===== config.mk =====
export PLATFORM = sky130hd
export DESIGN_NAME = one_hot_codec_pipe
export DESIGN_NICKNAME = d
export VERILOG_FILES = /design/src/rtl/one_hot_pkg.sv /design/src/rtl/one_hot_check.sv /design/src/rtl/one_hot_codec_pipe.sv
export SDC_FILE = /design/constraint.sdc
export NUM_CORES = 1
export LEC_CHECK = 0
export ABC_AREA = 1
export CAP_MARGIN = 20
export CORE_AREA = 4 4 52 59
export DETAILED_ROUTE_END_ITERATION = 10
export DIE_AREA = 0 0 56 63
export PLACE_DENSITY = 0.69
export SETUP_SLACK_MARGIN = 0.2
export SYNTH_ARGS = -nofsm -noshare
export SYNTH_HDL_FRONTEND = slang
export SYNTH_HIERARCHICAL = 1
export SYNTH_SLANG_ARGS = --single-unit

===== constraint.sdc =====
create_clock -name clk -period 1.25 [get_ports clk]
set_input_delay 0.1875 -clock clk [delete_from_list [all_inputs] [get_ports clk]]
set_output_delay 0.1875 -clock clk [all_outputs]
set_load 0.02 [all_outputs]

===== src/rtl/one_hot_pkg.sv =====
// Shared types and helpers for the binary/one-hot codec pipeline stage.
// Mode encoding and a lowest-set-bit index function.
package one_hot_pkg;

    typedef enum logic {
        MODE_ENCODE = 1'b0,
        MODE_DECODE = 1'b1
    } codec_mode_e;

    localparam int LSB_MAX_W = 256;

    // Scans high to low so the last hit is the lowest set bit; zero input yields 0.
    function automatic int lowest_set_index(input logic [LSB_MAX_W-1:0] v);
        int idx;
        idx = 0;
        for (int i = LSB_MAX_W - 1; i >= 0; i--) begin
            if (v[i]) begin
                idx = i;
            end
        end
        return idx;
    endfunction

endpackage


===== src/rtl/one_hot_check.sv =====
// Combinational legality check of a one-hot vector.
// Reports zero/multi-bit conditions and isolates the lowest set bit.
module one_hot_check
    import one_hot_pkg::*;
#(
    parameter int IN_WIDTH      = 2,
    parameter int ONE_HOT_WIDTH = 1 << IN_WIDTH
) (
    input  logic [ONE_HOT_WIDTH-1:0] onehot_in,
    output logic                     is_zero,
    output logic                     is_multi,
    output logic [IN_WIDTH-1:0]      lsb_index,
    output logic [ONE_HOT_WIDTH-1:0] lsb_isolated
);

    logic [ONE_HOT_WIDTH-1:0] upper_bits;

    assign is_zero      = ~|onehot_in;
    assign lsb_isolated = onehot_in & (~onehot_in + ONE_HOT_WIDTH'(1));
    assign upper_bits   = onehot_in & ~lsb_isolated;
    assign is_multi     = |upper_bits;
    assign lsb_index    =
        IN_WIDTH'(lowest_set_index(LSB_MAX_W'(onehot_in)));

endmodule


===== src/rtl/one_hot_codec_pipe.sv =====
// Registered binary/one-hot converter with valid/ready handshake
// and a saturating count of illegal inputs.
module one_hot_codec_pipe
    import one_hot_pkg::*;
#(
    parameter int IN_WIDTH      = 2,
    parameter int ONE_HOT_WIDTH = 1 << IN_WIDTH,
    parameter int ERR_CNT_WIDTH = 8
) (
    input  logic                     clk,
    input  logic                     rst,
    input  logic                     mode,
    input  logic                     in_valid,
    output logic                     in_ready,
    input  logic [IN_WIDTH-1:0]      bin_in,
    input  logic [ONE_HOT_WIDTH-1:0] onehot_in,
    output logic                     out_valid,
    input  logic                     out_ready,
    output logic [ONE_HOT_WIDTH-1:0] onehot_out,
    output logic [IN_WIDTH-1:0]      bin_out,
    output logic                     err_out,
    output logic [ERR_CNT_WIDTH-1:0] err_count
);

    logic                     is_zero;
    logic                     is_multi;
    logic [IN_WIDTH-1:0]      lsb_idx;
    logic [ONE_HOT_WIDTH-1:0] lsb_iso;
    logic                     accept;
    logic                     in_range;
    logic [ONE_HOT_WIDTH-1:0] nxt_onehot;
    logic [IN_WIDTH-1:0]      nxt_bin;
    logic                     nxt_err;

    one_hot_check #(
        .IN_WIDTH      (IN_WIDTH),
        .ONE_HOT_WIDTH (ONE_HOT_WIDTH)
    ) u_check (
        .onehot_in    (onehot_in),
        .is_zero      (is_zero),
        .is_multi     (is_multi),
        .lsb_index    (lsb_idx),
        .lsb_isolated (lsb_iso)
    );

    assign in_ready = !out_valid || out_ready;
    assign accept   = in_valid && in_ready;
    assign in_range = 32'(bin_in) < 32'(ONE_HOT_WIDTH);

    always_comb begin
        nxt_onehot = '0;
        nxt_bin    = '0;
        nxt_err    = 1'b0;
        if (codec_mode_e'(mode) == MODE_DECODE) begin
            nxt_onehot = lsb_iso;
            nxt_bin    = lsb_idx;
            nxt_err    = is_zero || is_multi;
        end else begin
            nxt_bin = bin_in;
            if (in_range) begin
                nxt_onehot = ONE_HOT_WIDTH'(1) << bin_in;
            end else begin
                nxt_err = 1'b1;
            end
        end
    end

    always_ff @(posedge clk) begin
        if (rst) begin
            out_valid  <= 1'b0;
            onehot_out <= '0;
            bin_out    <= '0;
            err_out    <= 1'b0;
            err_count  <= '0;
        end else begin
            if (accept) begin
                out_valid  <= 1'b1;
                onehot_out <= nxt_onehot;
                bin_out    <= nxt_bin;
                err_out    <= nxt_err;
                if (nxt_err && (err_count != '1)) begin
                    err_count <= err_count + ERR_CNT_WIDTH'(1);
                end
            end else if (out_ready) begin
                out_valid <= 1'b0;
            end
        end
    end

endmodule


# [After elaboration in Yosys (flattened, before gate mapping)]
# Index checks and enable logic that the tools add are counted.
[word_totals] register_bits=16 input_bits=11 output_inout_bits=17 word_cells=32
[classes] addsub=2 eq_ne=1 shifts=1 n_mux=9 bitwise_logic=4 n_reduce_logical=10
[ops] cell="$mux W2" n=5
[ops] cell="$add A8 B1 Y8 const B" n=1
[ops] cell="$and A4 B4 Y4" n=2
[ops] cell="$ne A8 B8 Y1 const B" n=1
[ops] cell="$not A4 Y4" n=2
[ops] cell="$reduce_or A4 Y1" n=2
[ops] cell="$add A4 B1 Y4 const B" n=1
[ops] cell="$mux W4" n=1
[ops] cell="$shl A1 B2 Y4 const A" n=1
[ops] cell="$mux W1" n=3
[ops] cell="$logic_and A1 B1 Y1" n=2
[ops] cell="$logic_not A1 Y1" n=2
[ops] cell="$logic_or A1 B1 Y1" n=2
[ops] cell="$reduce_and A2 Y1" n=1
[ops] cell="$reduce_bool A2 Y1" n=1

# [Depth between registers and ports, before layout]
[logic_depth] ltp_word=10 depth_mapped=10 ltp_nobuf=10

# [Modules after synthesis]
# Netlist, hierarchy kept.
[by_module_without_submodules] mod="one_hot_codec_pipe" instances=1 cells_each=123 area_each_um2=867.1 seq_area_each_um2=320.3
[by_module_without_submodules] mod="one_hot_check" instances=1 cells_each=20 area_each_um2=82.6 seq_area_each_um2=0.0

# [Least setup slack after synthesis]
# No wires, ideal clock.
[synth_timing] kind="register to register" start="register err_count[1]" end="register err_count[7]" setup_time_ns=0.067 arrival_time_ns=1.281 t_required_ns=1.183 setup_slack_ns=-0.098 stages_incl_launch_ff=8 n_path_buf=0 synth_period_minus_slack_ns=1.348 cell_sequence="dfxtp_1 -> ha_1 -> nand3_2 -> clkinv_1 -> nand2_4 -> nand2_4 -> nand2_1 -> a21oi_2"
[synth_via] elab_chain_len=3 word_cells_on_any_way=4 cone_classes="1 x add/sub; 1 x eq/ne; 2 x reduce/logical"
[synth_lines] item="start, declared" line="one_hot_codec_pipe.sv:22" rtl="output logic [ERR_CNT_WIDTH-1:0] err_count"
[synth_lines] item="start signal, assigned" line="one_hot_codec_pipe.sv:82" rtl="err_count <= err_count + ERR_CNT_WIDTH'(1);"
[synth_lines] item="branches (longest 3 deep; another with $add A8 B1 Y8)"
# Several ways; the timed one is not identified.
# A chain may end at the register's enable or synchronous reset.

# [Worst setup path in the final report]
[layout_timing] start="register err_count[0]" end="register err_count[2]"
# The elaborated chain is that of the path after synthesis.

==> metrics.txt <==
# TYPE chip_impl_metric gauge
chip_impl_metric{name="reg2reg_slack",unit="ns"} 0.03
chip_impl_metric{name="finalCriticalPeriod",unit="ns"} 1.215
chip_impl_metric{name="detailed_place.area",unit="sq um"} 1433
chip_impl_info{name="final_common_cell",value="nand2_1"} 1
chip_impl_metric{name="post-route-drc-count",unit=""} 0
chip_impl_metric{name="initial_utilization",unit=""} 0.3841
chip_impl_metric{name="drt_iter0_drc",unit=""} 20
chip_impl_info{name="outcome",value="completed"} 1
chip_impl_info{name="worst_r2r_startpoint",value="err_count[0]$_SDFFE_PP0P_"} 1
chip_impl_info{name="setup.worst_path.start",value="err_count[0]$_SDFFE_PP0P_"} 1
chip_impl_metric{name="die_width",unit="um"} 56
chip_impl_metric{name="synthesized_netlist_net_count",unit=""} 155
chip_impl_metric{name="cts-hold-fix-buffers",unit=""} 0
chip_impl_metric{name="core_area",unit="sq um"} 2472
chip_impl_metric{name="number_of_buffers_created_by_cts",unit=""} 3
chip_impl_metric{name="setup_viol",unit=""} 0
chip_impl_metric{name="io_pins",unit=""} 28
chip_impl_metric{name="dp_hpwl",unit="um"} 2001
chip_impl_metric{name="post_synthesis_async_set_or_reset_flop_share",unit=""} 0
chip_impl_metric{name="worstSkewPairLatency",unit="ns"} 0.28
chip_impl_metric{name="syn_area",unit="sq um"} 949.7
chip_impl_metric{name="final.setup_skew",unit="ns"} 0.01040
chip_impl_metric{name="dr.pass1.iters",unit=""} 4
chip_impl_info{name="regToRegEndpoint",value="err_count[2]$_SDFFE_PP0P_"} 1
chip_impl_metric{name="ys_warn_count",unit=""} 6
chip_impl_metric{name="ir_drop",unit="V"} 0.0006809
chip_impl_metric{name="final_hold_viol_count",unit=""} 0
chip_impl_metric{name="power",unit="W"} 0.001126
chip_impl_info{name="worstHoldStart",value="out_ready"} 1
chip_impl_metric{name="antenna_left",unit=""} 0
chip_impl_metric{name="synth_sequential_area_ratio",unit=""} 0.3373
chip_impl_metric{name="p_leak",unit="nW"} 0.6854
chip_impl_info{name="holdCritPathClass",value="in2reg"} 1
chip_impl_metric{name="hold-path-cell-count",unit=""} 4
chip_impl_metric{name="die_h",unit="um"} 63
chip_impl_metric{name="synth_edf_count",unit=""} 0
chip_impl_metric{name="cts_buffer_depth",unit=""} 2
chip_impl_metric{name="critical_path_data_required_time",unit="ns"} 1.47
chip_impl_info{name="worst_hold_end",value="out_valid$_SDFFE_PP0P_"} 1
chip_impl_metric{name="floorplan.die_area",unit="sq um"} 3528
chip_impl_metric{name="portBuffers",unit=""} 27
chip_impl_metric{name="cts_htree_levels",unit=""} 1
chip_impl_info{name="rsz0062_at_grt",value="true"} 1
chip_impl_metric{name="post_route_cells_drive_above_1_share",unit=""} 0.4948
chip_impl_metric{name="rows",unit=""} 19
chip_impl_info{name="crit_path_start_kind",value="register"} 1
chip_impl_metric{name="achievable-frequency",unit="MHz"} 823.0
chip_impl_metric{name="synth.avg_cell_area",unit="sq um"} 6.641
chip_impl_metric{name="areaGrowthSynthToFinish",unit="%"} 64.30
chip_impl_metric{name="timing.critical_path.fanout_max",unit=""} 5
chip_impl_metric{name="grt_first_pass_wirelength",unit="um"} 4381
chip_impl_metric{name="grt_max_degree",unit=""} 11
chip_impl_metric{name="power_per_cell_area",unit="nW/um^2"} 721.6
chip_impl_metric{name="maxCapViolCount",unit=""} 0
chip_impl_metric{name="syn-instance-count",unit=""} 143
chip_impl_metric{name="avgRoutedWirePerCell",unit="um"} 12.73
chip_impl_metric{name="globalRouteMet1Util",unit=""} 0.1646
chip_impl_metric{name="path_clk_slew",unit="ns"} 0.10
chip_impl_metric{name="routed_wirelength",unit="um"} 2864
chip_impl_metric{name="pre_cts_setup_slack",unit="ns"} -0.4461
chip_impl_metric{name="tritoncts_num_sinks",unit=""} 16
chip_impl_metric{name="total_track_usage",unit=""} 0.1519
chip_impl_metric{name="post-route-worst-setup-slack",unit="ns"} 0.03495
chip_impl_metric{name="stdcell_area",unit="sq um"} 1560
chip_impl_info{name="layout_common_cells",value="nand2_1, buf_4, nor2_1, inv_1, buf_2"} 1
chip_impl_metric{name="n_antenna_cell",unit=""} 0
chip_impl_metric{name="overflow",unit=""} 0
chip_impl_metric{name="grt_pass1_vias",unit=""} 1068
chip_impl_metric{name="number_of_register_bits_inferred_by_synthesis",unit=""} 16
chip_impl_metric{name="vias",unit=""} 1132
chip_impl_metric{name="grt.met3_usage",unit=""} 0.03512
chip_impl_metric{name="max_slew.worst_pin.slew",unit="ns"} 0.3030
chip_impl_info{name="clk_root_buffer_cell",value="clkbuf_4"} 1
chip_impl_metric{name="final_net_count",unit=""} 207
chip_impl_metric{name="place.gp.congestion",unit=""} 0.8213
chip_impl_metric{name="yosysUniqueCellTypes",unit=""} 28
chip_impl_metric{name="grt_antenna_before_repair",unit=""} 0
chip_impl_metric{name="groute.layer.met2.usage",unit=""} 0.2778
chip_impl_info{name="setup.worst_path.class",value="reg2reg"} 1
chip_impl_info{name="timing.critical_path.to_type",value="register"} 1
chip_impl_metric{name="final_cycle_utilization_of_the_critical_path",unit=""} 0.9720
chip_impl_metric{name="report.final.slew_viol_count",unit=""} 0
chip_impl_metric{name="layout.core_utilization",unit=""} 0.6311
chip_impl_metric{name="timing.critical_path.arrival",unit="ns"} 1.44
chip_impl_info{name="ys_dominant_reg_cell",value="dfxtp_1"} 1
chip_impl_metric{name="num-fill-cells",unit=""} 234
chip_impl_info{name="busiest_layer",value="met2"} 1
chip_impl_metric{name="slew-limit-headroom",unit=""} 0.7978
chip_impl_metric{name="via_per_inst",unit=""} 5.031
chip_impl_metric{name="reg2reg_depth",unit=""} 5
chip_impl_info{name="cts_tree",value="built"} 1
registers in the layout (all words and copies together), names as in the netlist:
name        cells
out_valid       1
err_count       8
err_out         1
bin_out         2
onehot_out      4
critical path, cell delays in order (launching register included):
cell     delay [ns]
dfxtp_4        0.38
ha_4           0.18
buf_4          0.13
xor2_1         0.15
nand3_1        0.16
a21oi_2        0.15
layout make-up:
| class | count | area, sq um | share of cell area |
|---|---|---|---|
| multi-input cells | 107 | 723.2 | 0.4635 |
| repair buffers | 50 | 361.6 | 0.2318 |
| flip-flops and latches | 16 | 341.6 | 0.2189 |
| inverters | 17 | 68.82 | 0.04411 |
| well taps | 31 | 38.79 | 0.02486 |
| clock buffers | 3 | 22.52 | 0.01443 |
| clock inverters | 1 | 3.754 | 0.002406 |
per-layer routing:
metal	vias up	wire [um]
met2	26	1572
met3	10	120
met4	0	65
li1	564	-
met5	-	0
met1	532	1106
through the flow:
step / instances / setup TNS, ns / hold WS, ns
6_report: 225 / 0 / 0.3134
2_1_floorplan: 143 / 0 / 0.3305
3_5_place_dp: 214 / -6.012 / 0.4771
5_1_grt: 225 / 0 / 0.3242
3_3_place_gp: 214 / -5.122 / 0.4616
4_1_cts: 220 / 0 / 0.3033
kinds of logic (layout without fill, tap and decap cells):
family,count (synthesis),after routing,synth area share
simple gates,79,79,0.4032
compound gates,26,26,0.1528
xor+xnor,1,1,0.009224
fa+ha+maj,1,1,0.01317
flops,16,16,0.3373
buf+inv,20,71,0.08431
how the worst max path moves through the flow:
| stage | end | slack (ns) | cells after the start |
|---|---|---|---|
| after floorplan | err_count[7]$_SDFFE_PP0P_ | 0.13 | 7 |
| after global placement | err_count[7]$_SDFFE_PP0P_ | -0.39 | 10 |
| after detailed placement | err_count[0]$_SDFFE_PP0P_ | -0.45 | 9 |
| after CTS | err_count[4]$_SDFFE_PP0P_ | 0.08 | 7 |
| after global routing | err_count[6]$_SDFFE_PP0P_ | 0.01 | 8 |
| final | err_count[2]$_SDFFE_PP0P_ | 0.03 | 5 |
cell usage after synthesis, types with 2 or more instances:
master,count,area share
a21oi_1,12,0.063
a31oi_1,2,0.013
dfxtp_1,16,0.34
inv_1,14,0.055
inv_2,2,0.0079
nand2_1,36,0.14
nand2_2,3,0.020
nand2_4,2,0.024
nand3_1,7,0.037
nand3_2,2,0.021
nor2_1,22,0.087
nor2_2,2,0.013
nor2_4,2,0.024
o21ai_0,4,0.021
o21ai_1,4,0.021
where the power goes:
group	leakage [nW]	internal, W	switching (W)
sequential	0.136	0.000529	0.0000163
combinational	0.534	0.000132	0.000172
clock	0.0154	0.000116	0.000161
repair_timing:
| item | 4_1_cts | 5_1_grt |
|---|---|---|
| setup buffers | 2 | 5 |
| pin swaps | 9 | 18 |
| gates cloned | 0 | 0 |
| resized for setup | 86 | 30 |
| setup endpoints to repair | 32 | 20 |
No activity file was read; power rests on OpenSTA's default activity.
